### config.mk
export PLATFORM = sky130hd
export DESIGN_NAME = menu_screen_overlay
export DESIGN_NICKNAME = d
export VERILOG_FILES = /design/src/rtl/menu_screen_overlay.sv
export SDC_FILE = /design/constraint.sdc
export NUM_CORES = 1
export LEC_CHECK = 0
export ABC_AREA = 0
export ABC_CLOCK_PERIOD_IN_PS = 3300
export BUFFER_PORTS_ARGS = -buffer_cell sky130_fd_sc_hd__buf_2
export CAP_MARGIN = 30
export CELL_PAD_IN_SITES_DETAIL_PLACEMENT = 0
export CELL_PAD_IN_SITES_GLOBAL_PLACEMENT = 1
export CORE_AREA = 2 2 113 115
export DETAILED_ROUTE_END_ITERATION = 12
export DIE_AREA = 0 0 115 117
export GPL_ROUTABILITY_DRIVEN = 0
export HOLD_SLACK_MARGIN = 0.06
export PLACE_DENSITY = 0.79
export SETUP_SLACK_MARGIN = 0.3
export SLEW_MARGIN = 20
export SYNTH_ARGS = -nofsm -noshare
export SYNTH_HDL_FRONTEND = slang
export SYNTH_SLANG_ARGS = --single-unit
### constraint.sdc
create_clock -name clk -period 3.3 [get_ports clk]
set_clock_uncertainty 0.15 [all_clocks]
set_input_delay 0.66 -clock clk [delete_from_list [all_inputs] [get_ports clk]]
set_output_delay 0.66 -clock clk [all_outputs]
set_load 0.02 [all_outputs]
### src/rtl/menu_screen_overlay.sv
// Full-screen menu/splash overlay: streams a ROM image into a frame window and
// draws a blinking highlight bar over the current choice, driven by up/down/select.
module menu_screen_overlay #(
  parameter int unsigned COLOR_W      = 12,
  parameter int unsigned ADDR_W       = 19,
  parameter int unsigned IMG_W        = 600,
  parameter int unsigned IMG_H        = 450,
  parameter int unsigned X0           = 20,
  parameter int unsigned Y0           = 15,
  parameter int unsigned ROM_LAT      = 1,
  parameter int unsigned NUM_CHOICES  = 2,
  parameter int unsigned CH_Y0        = 300,
  parameter int unsigned CH_PITCH     = 40,
  parameter int unsigned CH_H         = 24,
  parameter int unsigned BLINK_FRAMES = 16,
  parameter logic [COLOR_W-1:0] BG_COLOR = {COLOR_W{1'b0}}
) (
  input  logic               clk,
  input  logic               rst_n,
  input  logic               over,
  input  logic               frame_tick,
  input  logic               btn_up,
  input  logic               btn_down,
  input  logic               btn_sel,
  input  logic [9:0]         x,
  input  logic [8:0]         y,
  output logic [ADDR_W-1:0]  rom_addr,
  input  logic [COLOR_W-1:0] rom_data,
  output logic [COLOR_W-1:0] color,
  output logic               active,
  output logic [2:0]         choice,
  output logic               done
);

  typedef enum logic [1:0] {IDLE = 2'd0, SHOW = 2'd1, DONE = 2'd2, HOLD = 2'd3} state_t;

  localparam logic [2:0]  LAST_CH    = 3'(NUM_CHOICES - 1);
  localparam logic [15:0] BLINK_LAST = 16'(BLINK_FRAMES - 1);

  state_t      state;
  logic        up_q, down_q, sel_q;
  logic        up_e, down_e, sel_e;
  logic [15:0] blink_cnt;
  logic        phase;

  logic [31:0]        x_w, y_w, bar_top;
  logic               in_win, in_bar;
  logic [ADDR_W-1:0]  lin_addr;
  logic [ROM_LAT:0]   win_d, bar_d;

  assign up_e   = btn_up   & ~up_q;
  assign down_e = btn_down & ~down_q;
  assign sel_e  = btn_sel  & ~sel_q;

  assign x_w      = {22'd0, x};
  assign y_w      = {23'd0, y};
  assign bar_top  = CH_Y0 + {29'd0, choice} * CH_PITCH;
  assign in_win   = (x_w >= X0) && (x_w < X0 + IMG_W) && (y_w >= Y0) && (y_w < Y0 + IMG_H);
  assign in_bar   = (y_w >= bar_top) && (y_w < bar_top + CH_H);
  assign lin_addr = ADDR_W'((y_w - Y0) * IMG_W + (x_w - X0));

  // Menu FSM, button edge detection and blink timer
  always_ff @(posedge clk or negedge rst_n) begin
    if (!rst_n) begin
      state     <= IDLE;
      active    <= 1'b0;
      choice    <= 3'd0;
      done      <= 1'b0;
      blink_cnt <= 16'd0;
      phase     <= 1'b0;
      up_q      <= 1'b0;
      down_q    <= 1'b0;
      sel_q     <= 1'b0;
    end else begin
      up_q   <= btn_up;
      down_q <= btn_down;
      sel_q  <= btn_sel;
      done   <= 1'b0;
      case (state)
        IDLE: begin
          if (over) begin
            state     <= SHOW;
            active    <= 1'b1;
            choice    <= 3'd0;
            blink_cnt <= 16'd0;
            phase     <= 1'b1;
          end else begin
            active <= 1'b0;
          end
        end
        SHOW: begin
          if (!over) begin
            state  <= IDLE;
            active <= 1'b0;
          end else if (sel_e) begin
            state <= DONE;
            done  <= 1'b1;
            phase <= 1'b1;
          end else begin
            // simultaneous up and down edges cancel out
            if (up_e && !down_e && choice != 3'd0) begin
              choice <= choice - 3'd1;
            end else if (down_e && !up_e && choice != LAST_CH) begin
              choice <= choice + 3'd1;
            end else begin
              choice <= choice;
            end
            if (frame_tick) begin
              if (blink_cnt == BLINK_LAST) begin
                blink_cnt <= 16'd0;
                phase     <= ~phase;
              end else begin
                blink_cnt <= blink_cnt + 16'd1;
              end
            end else begin
              blink_cnt <= blink_cnt;
            end
          end
        end
        DONE: begin
          if (over) begin
            state <= HOLD;
          end else begin
            state  <= IDLE;
            active <= 1'b0;
          end
        end
        HOLD: begin
          if (!over) begin
            state  <= IDLE;
            active <= 1'b0;
          end else begin
            state <= HOLD;
          end
        end
        default: begin
          state  <= IDLE;
          active <= 1'b0;
        end
      endcase
    end
  end

  // Pixel pipeline: S1 address/window compare, window flags delayed to meet rom_data
  always_ff @(posedge clk or negedge rst_n) begin
    if (!rst_n) begin
      rom_addr <= {ADDR_W{1'b0}};
      win_d    <= '0;
      bar_d    <= '0;
      color    <= {COLOR_W{1'b0}};
    end else begin
      rom_addr <= in_win ? lin_addr : {ADDR_W{1'b0}};
      win_d    <= {win_d[ROM_LAT-1:0], in_win};
      bar_d    <= {bar_d[ROM_LAT-1:0], in_bar};
      if (state == IDLE) begin
        color <= {COLOR_W{1'b0}};
      end else if (win_d[ROM_LAT]) begin
        color <= (bar_d[ROM_LAT] && phase) ? ~rom_data : rom_data;
      end else begin
        color <= BG_COLOR;
      end
    end
  end

endmodule

==> metrics.md <==
| Metric | Value |
|---|---|
| Critical path peak fanout | 3 |
| Post-Synthesis Cells | around 600 |
| Synth cell types | 56 |
| Die W | ~120 µm |
| Top post-synthesis cells by area | dfrtp_1 29%, ha_1 17%, xnor2_1 7.4% |
| Post-synthesis net count | 726 |
| Worst Setup Start Kind | primary input |
| Commonest cells in the netlist | 74 x ha_1, 74 x nor2_1, 64 x inv_1 |
| Pre-Repair DR Iteration Count | 4 |
| Endpoint type of the worst setup path | flip-flop |
| Die height | 117 µm |
| Violated checks | setup timing |
| Critical path class | primary input to flip-flop |
| # DRC | 0 |
| Sinks on Clock Net | between 60 and 70 |
| Comb power frac | 0.718 |
| Syn avg cell area | 8.953 µm² |
| Die area | roughly 13000 µm² |
| Post-synth design cell area | between 5000 and 6000 µm² |
| Post-DRT Antenna Nets | 0 |
| Slew @ Worst Pin | 772.1 ps |
| Pins Over Slew Limit | 0 |
| IO buf count | 73 |
| H-Tree Level Count | 3 |
| Switching power | around 2700 µW |
| WP data required | between 3000 and 4000 ps |
| Final Net Count | between 900 and 1000 |
| Yosys reg bits | between 60 and 70 |
| First-pass GRT wire length | approximately 23000 µm |
| Fmax | 191.4 MHz |
| Post-synth EDFFs | 0 |
| Cell taking the most area after synthesis | dfrtp_1 |
| Sw Share | 0.4025 |
| CORE AREA | around 12000 µm² |
| Hold WC Path Type | flip-flop to flip-flop |
| Area delta synth->final | 50.46% |
| DPL Wire Length | 10190 µm |
| P_int | 3961 µW |
| Finish-stage setup viols | 12 |
| Clock power frac | 0.136 |
| Rel. slew slack | 0.4853 |
| Fin crit period | between 5000 and 6000 ps |
| Largest net degree at the start of global routing | 63 |
| Via count | approximately 4800 |
| Critical path arrival | 5290 ps |
| Antenna violations before repair | 0 |
| Outcome | complete, but fails checks |
| Placed Area | 6817 µm² |
| Post-synth top flop | dfrtp_1 |
| Dpl ws | -2480 ps |
| CTS tree | done |
| Fin. Hold Viols | 0 |
| Root Buffer | clkbuf_16 |
| GRT Overall Usage | 0.2101 |
| Share of power burned in registers | 0.146 |
| Number of global-route vias before repair | ~4800 |
| Synth Warn # | 0 |
| Async set-reset flop share out of synthesis | 1.000 |
| Leakage | 0.003871 µW |
| Grt total ovfl | 0 |
| Diode count | 0 |
| CTS max path bufs | 2 |
| Post-synth top area share | 0.2898 |
| TritonCTS Buffers | 9 |
| Vias per cell | about 5.1 |
| Clock transition at the registers of the reported paths | 50 ps |
| Final instance area | about 8100 µm² |
| Drt wl/cell | about 14 µm |
| Initial detailed-routing violation count | 240 |
| WL final | roughly 14000 µm |
| Max VDD drop | 0.4038 mV |
| RSZ-0062 raised after global routing | true |
| Power per Cell Area | approximately 820 nW/µm² |
| Row count | between 40 and 50 |
| Final Instance Count excl. Fillers | 956 |
| Placed Instances | about 900 |
| Sequential fraction of the synthesis area | 0.2898 |
| Boundary Pins | 74 |
| Starting Density | 0.4349 |
| Max Cap Viol | 0 |
| Period utilization | 1.583 |
| Share of layout cells above drive strength 1 | 0.4069 |
| Worst-Skew Late Latency | between 300 and 400 ps |
| Final critical-path setup slack | -1924 ps |
critical path: stages:
cell and delay (ps):
buf_8 100, ha_4 150, and3_4 160, nor3_4 180
xor2_2 190, buf_4 150, ha_4 200, ha_4 240
fa_1 550, inv_2 40, fa_1 510, inv_2 50
ha_4 250, a21oi_4 130, o21bai_1 80, a22oi_1 190
o21ai_1 120, nor2_1 130, xnor2_1 90, ha_2 180
or3_4 350, a211o_1 250, a21oi_2 130, xor2_1 150
nor2_1 50
path summary, 6_finish.rpt:
kind,startpoint,to,slack (ps),depth (start not counted)
max,y[0],rom_addr[17],-1920,25
min,win_d[0],win_d[1],200,0
max reg2reg,choice[0],bar_d[0],470,11
min reg2reg,win_d[0],win_d[1],200,0
max in group asynchronous,rst_n,choice[0],2090,2
min in group asynchronous,rst_n,rom_addr[13],330,2
cell families (layout without fill, tap and decap cells):
family / count (synthesis) / count (layout) / share of synthesized area
muxes: 3 / 3 / 0.005842
and+or+nand+nor: 198 / 198 / 0.1793
adders and majority gates: 90 / 90 / 0.2328
DFF: 62 / 62 / 0.2898
AOI/OAI and AO/OA: 96 / 96 / 0.1150
buffers and inverters: 74 / 282 / 0.05468
xor gates and xnor gates: 75 / 75 / 0.1227
registers in the layout, summed over array words and instances (netlist names), 2 cells and up:
signal     count
state          2
win_d          2
bar_d          2
color         12
choice         3
rom_addr      19
blink_cnt     16
power groups by stage:
stage	Sequential, µW	Combinational [µW]	Clock [µW]
floorplan	1110	2280	0
global placement	975	3530	0
detailed placement	983	3620	0
CTS	969	4290	921
global route	984	5170	957
finish	968	4760	904
per-layer routing:
layer / routed length [µm] / share of wire / GRT usage
met4: 167 / 0.012 / 0.06747
met2: 6892 / 0.50 / 0.3608
met1: 6346 / 0.46 / 0.2714
met5: 0 / 0 / 0
met3: 426 / 0.031 / 0.03605
what timing repair did:
item                       in CTS  in global routing
setup endpoints to repair      13                 14
hold buffers                    0                  0
gates cloned                    0                  0
gates resized for setup        96                 29
pin swaps                      67                 18
setup buffers                  24                  7
metrics by stage:
stage	TNS, ps	util	power, µW	hold WS [ps]
6_report	-15950	0.6543	6629	195.8
5_1_grt	-17520	0.6543	7110	201.7
4_1_cts	-14910	0.6367	6182	196.1
3_5_place_dp	-21800	0.5537	4602	184.7
3_3_place_gp	-20800	0.5537	4508	184.3
2_1_floorplan	-16540	-	3389	181.2
placed cells by master (no fill, tap or decap), types with 5 or more instances in the layout:
cell,netlist,layout
and3_1,5,5
clkbuf_16,0,9
ha_1,74,42
a21oi_2,0,7
nand4_1,8,8
o21ai_1,4,6
nor2b_1,15,14
buf_2,0,71
and2_1,8,8
fa_1,16,15
a21oi_1,23,13
dfrtp_1,62,61
buf_4,2,98
xor2_1,30,28
nor2_1,74,68
a21o_1,9,8
inv_1,64,47
buf_6,1,30
xnor2_1,45,35
o21ai_0,26,20
nor3_1,12,7
nor3_4,1,5
nand2b_1,7,7
nand3_1,11,9
xnor2_2,0,8
ha_4,0,28
nor4_1,7,5
inv_2,1,16
nand2_1,39,38
final cells by class:
type / count / area, µm²
multi-input combinational: 462 / 4310
fill: 947 / 4257
sequential: 62 / 1553
timing repair buffer: 201 / 1459
clock buffer: 12 / 266.5
inverter: 65 / 250.2
tap: 150 / 187.7
clock inverter: 4 / 28.78
Note: power is estimated with default switching activity, not from simulation.
